===== config.mk =====
export PLATFORM = sky130hd
export DESIGN_NAME = systolic_drain
export DESIGN_NICKNAME = d
export VERILOG_FILES = /design/src/rtl/systolic_drain.sv
export SDC_FILE = /design/constraint.sdc
export NUM_CORES = 2
export LEC_CHECK = 0
export BUFFER_PORTS_ARGS = -buffer_cell sky130_fd_sc_hd__buf_4
export CAP_MARGIN = 10
export CORE_MARGIN = 2
export CORE_UTILIZATION = 40
export CTS_CLUSTER_DIAMETER = 50
export DETAILED_ROUTE_END_ITERATION = 12
export PLACE_DENSITY_LB_ADDON = 0.12
export SKIP_CTS_REPAIR_TIMING = 1
export SYNTH_ARGS = -nofsm -noshare
export SYNTH_HDL_FRONTEND = slang
export SYNTH_SLANG_ARGS = --single-unit
export TNS_END_PERCENT = 10

===== constraint.sdc =====
create_clock -name clock -period 2.84 [get_ports clock]
set_input_delay 0.142 -clock clock [delete_from_list [all_inputs] [get_ports clock]]
set_output_delay 0.142 -clock clock [all_outputs]
set_load 0.01 [all_outputs]

===== src/rtl/systolic_drain.sv =====
// systolic_drain: drains one finished TILE x TILE accumulator tile from the
// bottom row of a systolic grid into a small row FIFO. The consumer reads the
// FIFO through a valid/ready handshake. Rows leave the grid bottom-first, so
// the first row pushed is grid row TILE-1 and the last is row 0.
// Optional feature macro: SYSTOLIC_DRAIN_ROW_TAG_EN adds port outRow. Each
// FIFO entry then also stores its grid row index, and outRow shows the index
// of the head entry.
module systolic_drain #(
    parameter int TILE       = 32,
    parameter int EXP_OUT    = 5,
    parameter int FRAC_OUT   = 8,
    parameter int FIFO_DEPTH = 4
) (
    input  logic                       clock,
    input  logic                       reset,
    input  logic                       start,
    input  logic [EXP_OUT+FRAC_OUT:0]  cIn [0:TILE-1],
    output logic                       enableShiftOut,
    output logic [EXP_OUT+FRAC_OUT:0]  outData [0:TILE-1],
    output logic                       outValid,
    input  logic                       outReady,
    output logic                       busy,
    output logic                       done
`ifdef SYSTOLIC_DRAIN_ROW_TAG_EN
    ,output logic [$clog2(TILE)-1:0]   outRow
`endif
);

    localparam int W     = EXP_OUT + FRAC_OUT + 1;
    localparam int PTR_W = $clog2(FIFO_DEPTH);
    localparam int CNT_W = PTR_W + 1;
    localparam int ROW_W = $clog2(TILE);

    typedef enum logic [1:0] {
        IDLE  = 2'd0,
        DRAIN = 2'd1,
        FLUSH = 2'd2,
        DONE  = 2'd3
    } state_t;

    state_t             state_r;
    state_t             state_s;
    logic [ROW_W-1:0]   row_cnt_r;
    logic [ROW_W-1:0]   row_cnt_s;
    logic [PTR_W-1:0]   wr_ptr_r;
    logic [PTR_W-1:0]   rd_ptr_r;
    logic [CNT_W-1:0]   count_r;
    logic [CNT_W-1:0]   count_s;
    logic               en_r;
    logic               en_s;
    logic               valid_r;
    logic               busy_r;
    logic               done_r;
    logic               push_s;
    logic               pop_s;
    logic [W-1:0]       mem_r [0:FIFO_DEPTH-1][0:TILE-1];
`ifdef SYSTOLIC_DRAIN_ROW_TAG_EN
    logic [ROW_W-1:0]   tag_r [0:FIFO_DEPTH-1];
`endif

    // Next-state, row counter and FIFO occupancy; every output is precomputed here and registered.
    always_comb begin
        state_s   = state_r;
        row_cnt_s = row_cnt_r;
        count_s   = count_r;
        push_s    = en_r;
        pop_s     = valid_r && outReady;
        case (state_r)
            IDLE: begin
                if (start) begin
                    state_s   = DRAIN;
                    row_cnt_s = ROW_W'(TILE - 1);
                end else begin
                    state_s   = IDLE;
                end
            end
            DRAIN: begin
                if (push_s) begin
                    row_cnt_s = row_cnt_r - ROW_W'(1);
                    if (row_cnt_r == ROW_W'(0)) begin
                        state_s = FLUSH;
                    end else begin
                        state_s = DRAIN;
                    end
                end else begin
                    state_s = DRAIN;
                end
            end
            FLUSH: begin
                if (count_r == CNT_W'(0)) begin
                    state_s = DONE;
                end else begin
                    state_s = FLUSH;
                end
            end
            DONE: begin
                state_s = IDLE;
            end
            default: begin
                state_s = IDLE;
            end
        endcase
        case ({push_s, pop_s})
            2'b10:   count_s = count_r + CNT_W'(1);
            2'b01:   count_s = count_r - CNT_W'(1);
            default: count_s = count_r;
        endcase
        // Shift enable for the coming cycle depends only on that cycle's registered state and count.
        en_s = (state_s == DRAIN) && (count_s < CNT_W'(FIFO_DEPTH));
    end

    // Control state, FIFO pointers and registered outputs.
    always_ff @(posedge clock or negedge reset) begin
        if (!reset) begin
            state_r   <= IDLE;
            row_cnt_r <= {ROW_W{1'b0}};
            wr_ptr_r  <= {PTR_W{1'b0}};
            rd_ptr_r  <= {PTR_W{1'b0}};
            count_r   <= {CNT_W{1'b0}};
            en_r      <= 1'b0;
            valid_r   <= 1'b0;
            busy_r    <= 1'b0;
            done_r    <= 1'b0;
        end else begin
            state_r   <= state_s;
            row_cnt_r <= row_cnt_s;
            count_r   <= count_s;
            en_r      <= en_s;
            valid_r   <= (count_s != CNT_W'(0));
            busy_r    <= (state_s != IDLE);
            done_r    <= (state_s == DONE);
            if (push_s) begin
                wr_ptr_r <= wr_ptr_r + PTR_W'(1);
            end
            if (pop_s) begin
                rd_ptr_r <= rd_ptr_r + PTR_W'(1);
            end
        end
    end

    // Row storage; cleared on reset so the head row reads as zero afterwards.
    always_ff @(posedge clock or negedge reset) begin
        if (!reset) begin
            for (int i = 0; i < FIFO_DEPTH; i++) begin
                for (int j = 0; j < TILE; j++) begin
                    mem_r[i][j] <= {W{1'b0}};
                end
`ifdef SYSTOLIC_DRAIN_ROW_TAG_EN
                tag_r[i] <= {ROW_W{1'b0}};
`endif
            end
        end else if (push_s) begin
            for (int j = 0; j < TILE; j++) begin
                mem_r[wr_ptr_r][j] <= cIn[j];
            end
`ifdef SYSTOLIC_DRAIN_ROW_TAG_EN
            tag_r[wr_ptr_r] <= row_cnt_r;
`endif
        end
    end

    // Head entry of the FIFO; held stable until it is popped.
    always_comb begin
        for (int j = 0; j < TILE; j++) begin
            outData[j] = mem_r[rd_ptr_r][j];
        end
    end

    assign enableShiftOut = en_r;
    assign outValid       = valid_r;
    assign busy           = busy_r;
    assign done           = done_r;
`ifdef SYSTOLIC_DRAIN_ROW_TAG_EN
    assign outRow         = tag_r[rd_ptr_r];
`endif

endmodule


==> flow_summary.toml <==
[outcome]
outcome = "finished, final reports clean"

[critical_path]
end_kind = "primary output"
required_ps = 2700
critical_path_class = "flip-flop to primary output"
worstSetupStartpointType = "flip-flop"
path_max_fanout = 19
cp.arrival_ps = 2660
r2r_cells = 6

[die]
fp.dieH_um = 447
initial_core_util_pct = 40.3
die_area_um2 = 200000
fp.coreArea_um2 = 195000
io_pins = 904
rows = 162
die_w_um = 447

[placed_design]
place.gp.congestion = 0.780
io_buffers = 903
post-place-ws_ps = 702
dp.final_hpwl_um = 140000

[grt]
grt_pass1_vias = 46700
antenna_found_initial = 62
grt_overflow = 0
grt_pass1_wl_um = 310000
track_usage_pct = 20.6
grt_max_degree = 104

[hold_path]
min_path_cells = 3
hp-class = "input pin to flip-flop"

[timing]
slew_viol_final = 0
finalSetupViolCount = 0
hold_viol = 0
fmax_ghz = 0.356
rsz0062_at_grt = "yes"
finalClockSkew_ps = 31.2
setup_ws_ps = 33.4
slew_headroom_pct = 57.9
worstMarginPinSlew_ps = 631
fin_crit_sh_pct = 98.8
layout_min_cycle_time_ps = 2810

[drt]
vias = 45000
wl_per_cell_um = 24.0
viasPerCell = 5.16
met1_length_um = 86800
wl_met2_um = 103000
antenna_left = 0
dr.max_layer_used = "met5"
drtIter0Drc = 1955
drt-total-wl_um = 210000
first_pass_iters = 5
drc_errors = 0
routed-wl-met3_um = 11700

[synthesis]
syn_inst = 4413
synth_common_cells = "1810 x dfrtp_1, 1792 x mux2_2, 448 x mux4_2"
synth_top_cells_by_area = "dfrtp_1 58%, mux2_2 26%, mux4_2 13%"
avgSynthCellArea_um2 = 17.8
ys_ff_latch = 1810
synth-edff-count = 0
synth_top_area_share_pct = 57.7
ys.flop_type = "dfrtp_1"
syn_area_um2 = 78600
synth_cell_type_count = 34
yosysWarnings = 0
synth.largest_area_cell = "dfrtp_1"
synthMostInstantiatedCell = "dfrtp_1"
postSynthNetCount = 4872
async_flop_share_pct = 100
ys_seq_area_share_pct = 57.7

[power]
combPwrFrac_pct = 46.4
p_clk_share_pct = 20.7
p_sw_mw = 45.2
seqPwrFrac_pct = 32.8
swShare_pct = 32.6
total_power_mw = 139
ir_worst_vdd_mv = 0.779
power_density_nw_per_um2 = 1370
p_leak_nw = 43.1
p_int_mw = 93.4

[clock_network]
cts_root_buffer = "clkbuf_16"
cts_sinks = 1810
clkLatencyLatePin_ps = 860
clockBufferDepth = 3
clk_pin_slew_ps = 60
htree_levels = 4
numCtsBuffers = 220
cts_tree = "done"

[layout]
syn2layout_area_growth_pct = 28.9
drive_gt1_share_pct = 61.1
fin_nets = 6338

[flow_run]
drv_cap = 0
power by group through the flow:
stage	registers (mW)	logic [mW]	clock network (mW)
after floorplan	43.6	41.1	0
after global placement	45.5	63.0	0
after detailed placement	45.9	63.9	0
after CTS	45.5	64.0	29.5
after global routing	47.1	68.2	30.7
final	45.5	64.3	28.7
kinds of logic after synthesis:
logic type | count (synthesis) | share of synthesized area [%]
adders and majority gates | 7 | 0.121
muxes | 2241 | 38.5
xor gates and xnor gates | 5 | 0.0558
buffers and inverters | 308 | 3.24
AOI/OAI and AO/OA | 17 | 0.134
DFF | 1810 | 57.7
and+or+nand+nor | 25 | 0.247
cell type report:
class                      count  area, µm²
clock buffer                 309       6330
multi-input combinational   2295      30800
timing repair buffer        1543      14200
antenna                       40        100
inverter                       9       33.8
tap                         2624       3280
fill                       16300      93800
sequential                  1810      45300
clock inverter                95       1200
metrics by stage:
| stage | util (%) | cell area [µm²] | setup TNS [ps] | std cells | hold slack, ps |
|---|---|---|---|---|---|
| after global placement | 45.4 | 88600 | 0 | 7802 | 94.2 |
| final | 51.9 | 101000 | 0 | 8725 | 85.7 |
| after floorplan | - | 78600 | 0 | 4413 | -154 |
| after detailed placement | 45.4 | 88600 | 0 | 7802 | 87.8 |
| after CTS | 49.3 | 96100 | -54560 | 8206 | -846 |
| after global routing | 51.9 | 101000 | -4310 | 8721 | 31.3 |
cell usage in the layout (no fill, tap or decap), drive strengths merged, types with 2 or more instances in the layout:
master,n
buf,1084
o21ai,6
nand3b,2
nor2,2
dfrtp,1810
a41oi,2
clkinv,39
nand2,7
mux4,448
a21oi,4
clkinvlp,14
o22ai,2
clkbuf,317
nand2b,4
inv,31
dlygate4sd3,451
mux2,1792
nand4bb,2
xor2,3
xnor2,2
bufinv,20
diode,40
ha,6
sequential cells by signal (all words and copies together), names as in the netlist:
signal	cells
done	1
mem_r	1792
count_r	3
outValid	1
enableShiftOut	1
state_r	2
row_cnt_r	5
rd_ptr_r	2
busy	1
wr_ptr_r	2
critical path: stages (launching register included):
cell	delay (ps)
dfrtp_4	470
buf_12	170
buf_8	200
buf_16	220
mux4_2	540
buf_4	180
final timing paths:
path                             start           end  slack [ps]
min in group asynchronous        reset    mem_r[278]         150
max reg2reg                wr_ptr_r[0]   mem_r[1649]         760
max                        rd_ptr_r[0]  outData[297]          30
max in group asynchronous        reset   mem_r[1217]        1870
min reg2reg                 count_r[1]          done         460
min                           cIn[331]    mem_r[779]          90
metal layers:
| metal | track usage, % | up-vias |
|---|---|---|
| met5 | 0 | - |
| met4 | 8.77 | 22 |
| met3 | 6.40 | 377 |
| met2 | 33.1 | 935 |
| met1 | 25.6 | 24100 |
| li1 | - | 19600 |
No activity file was read; power rests on OpenSTA's default activity.
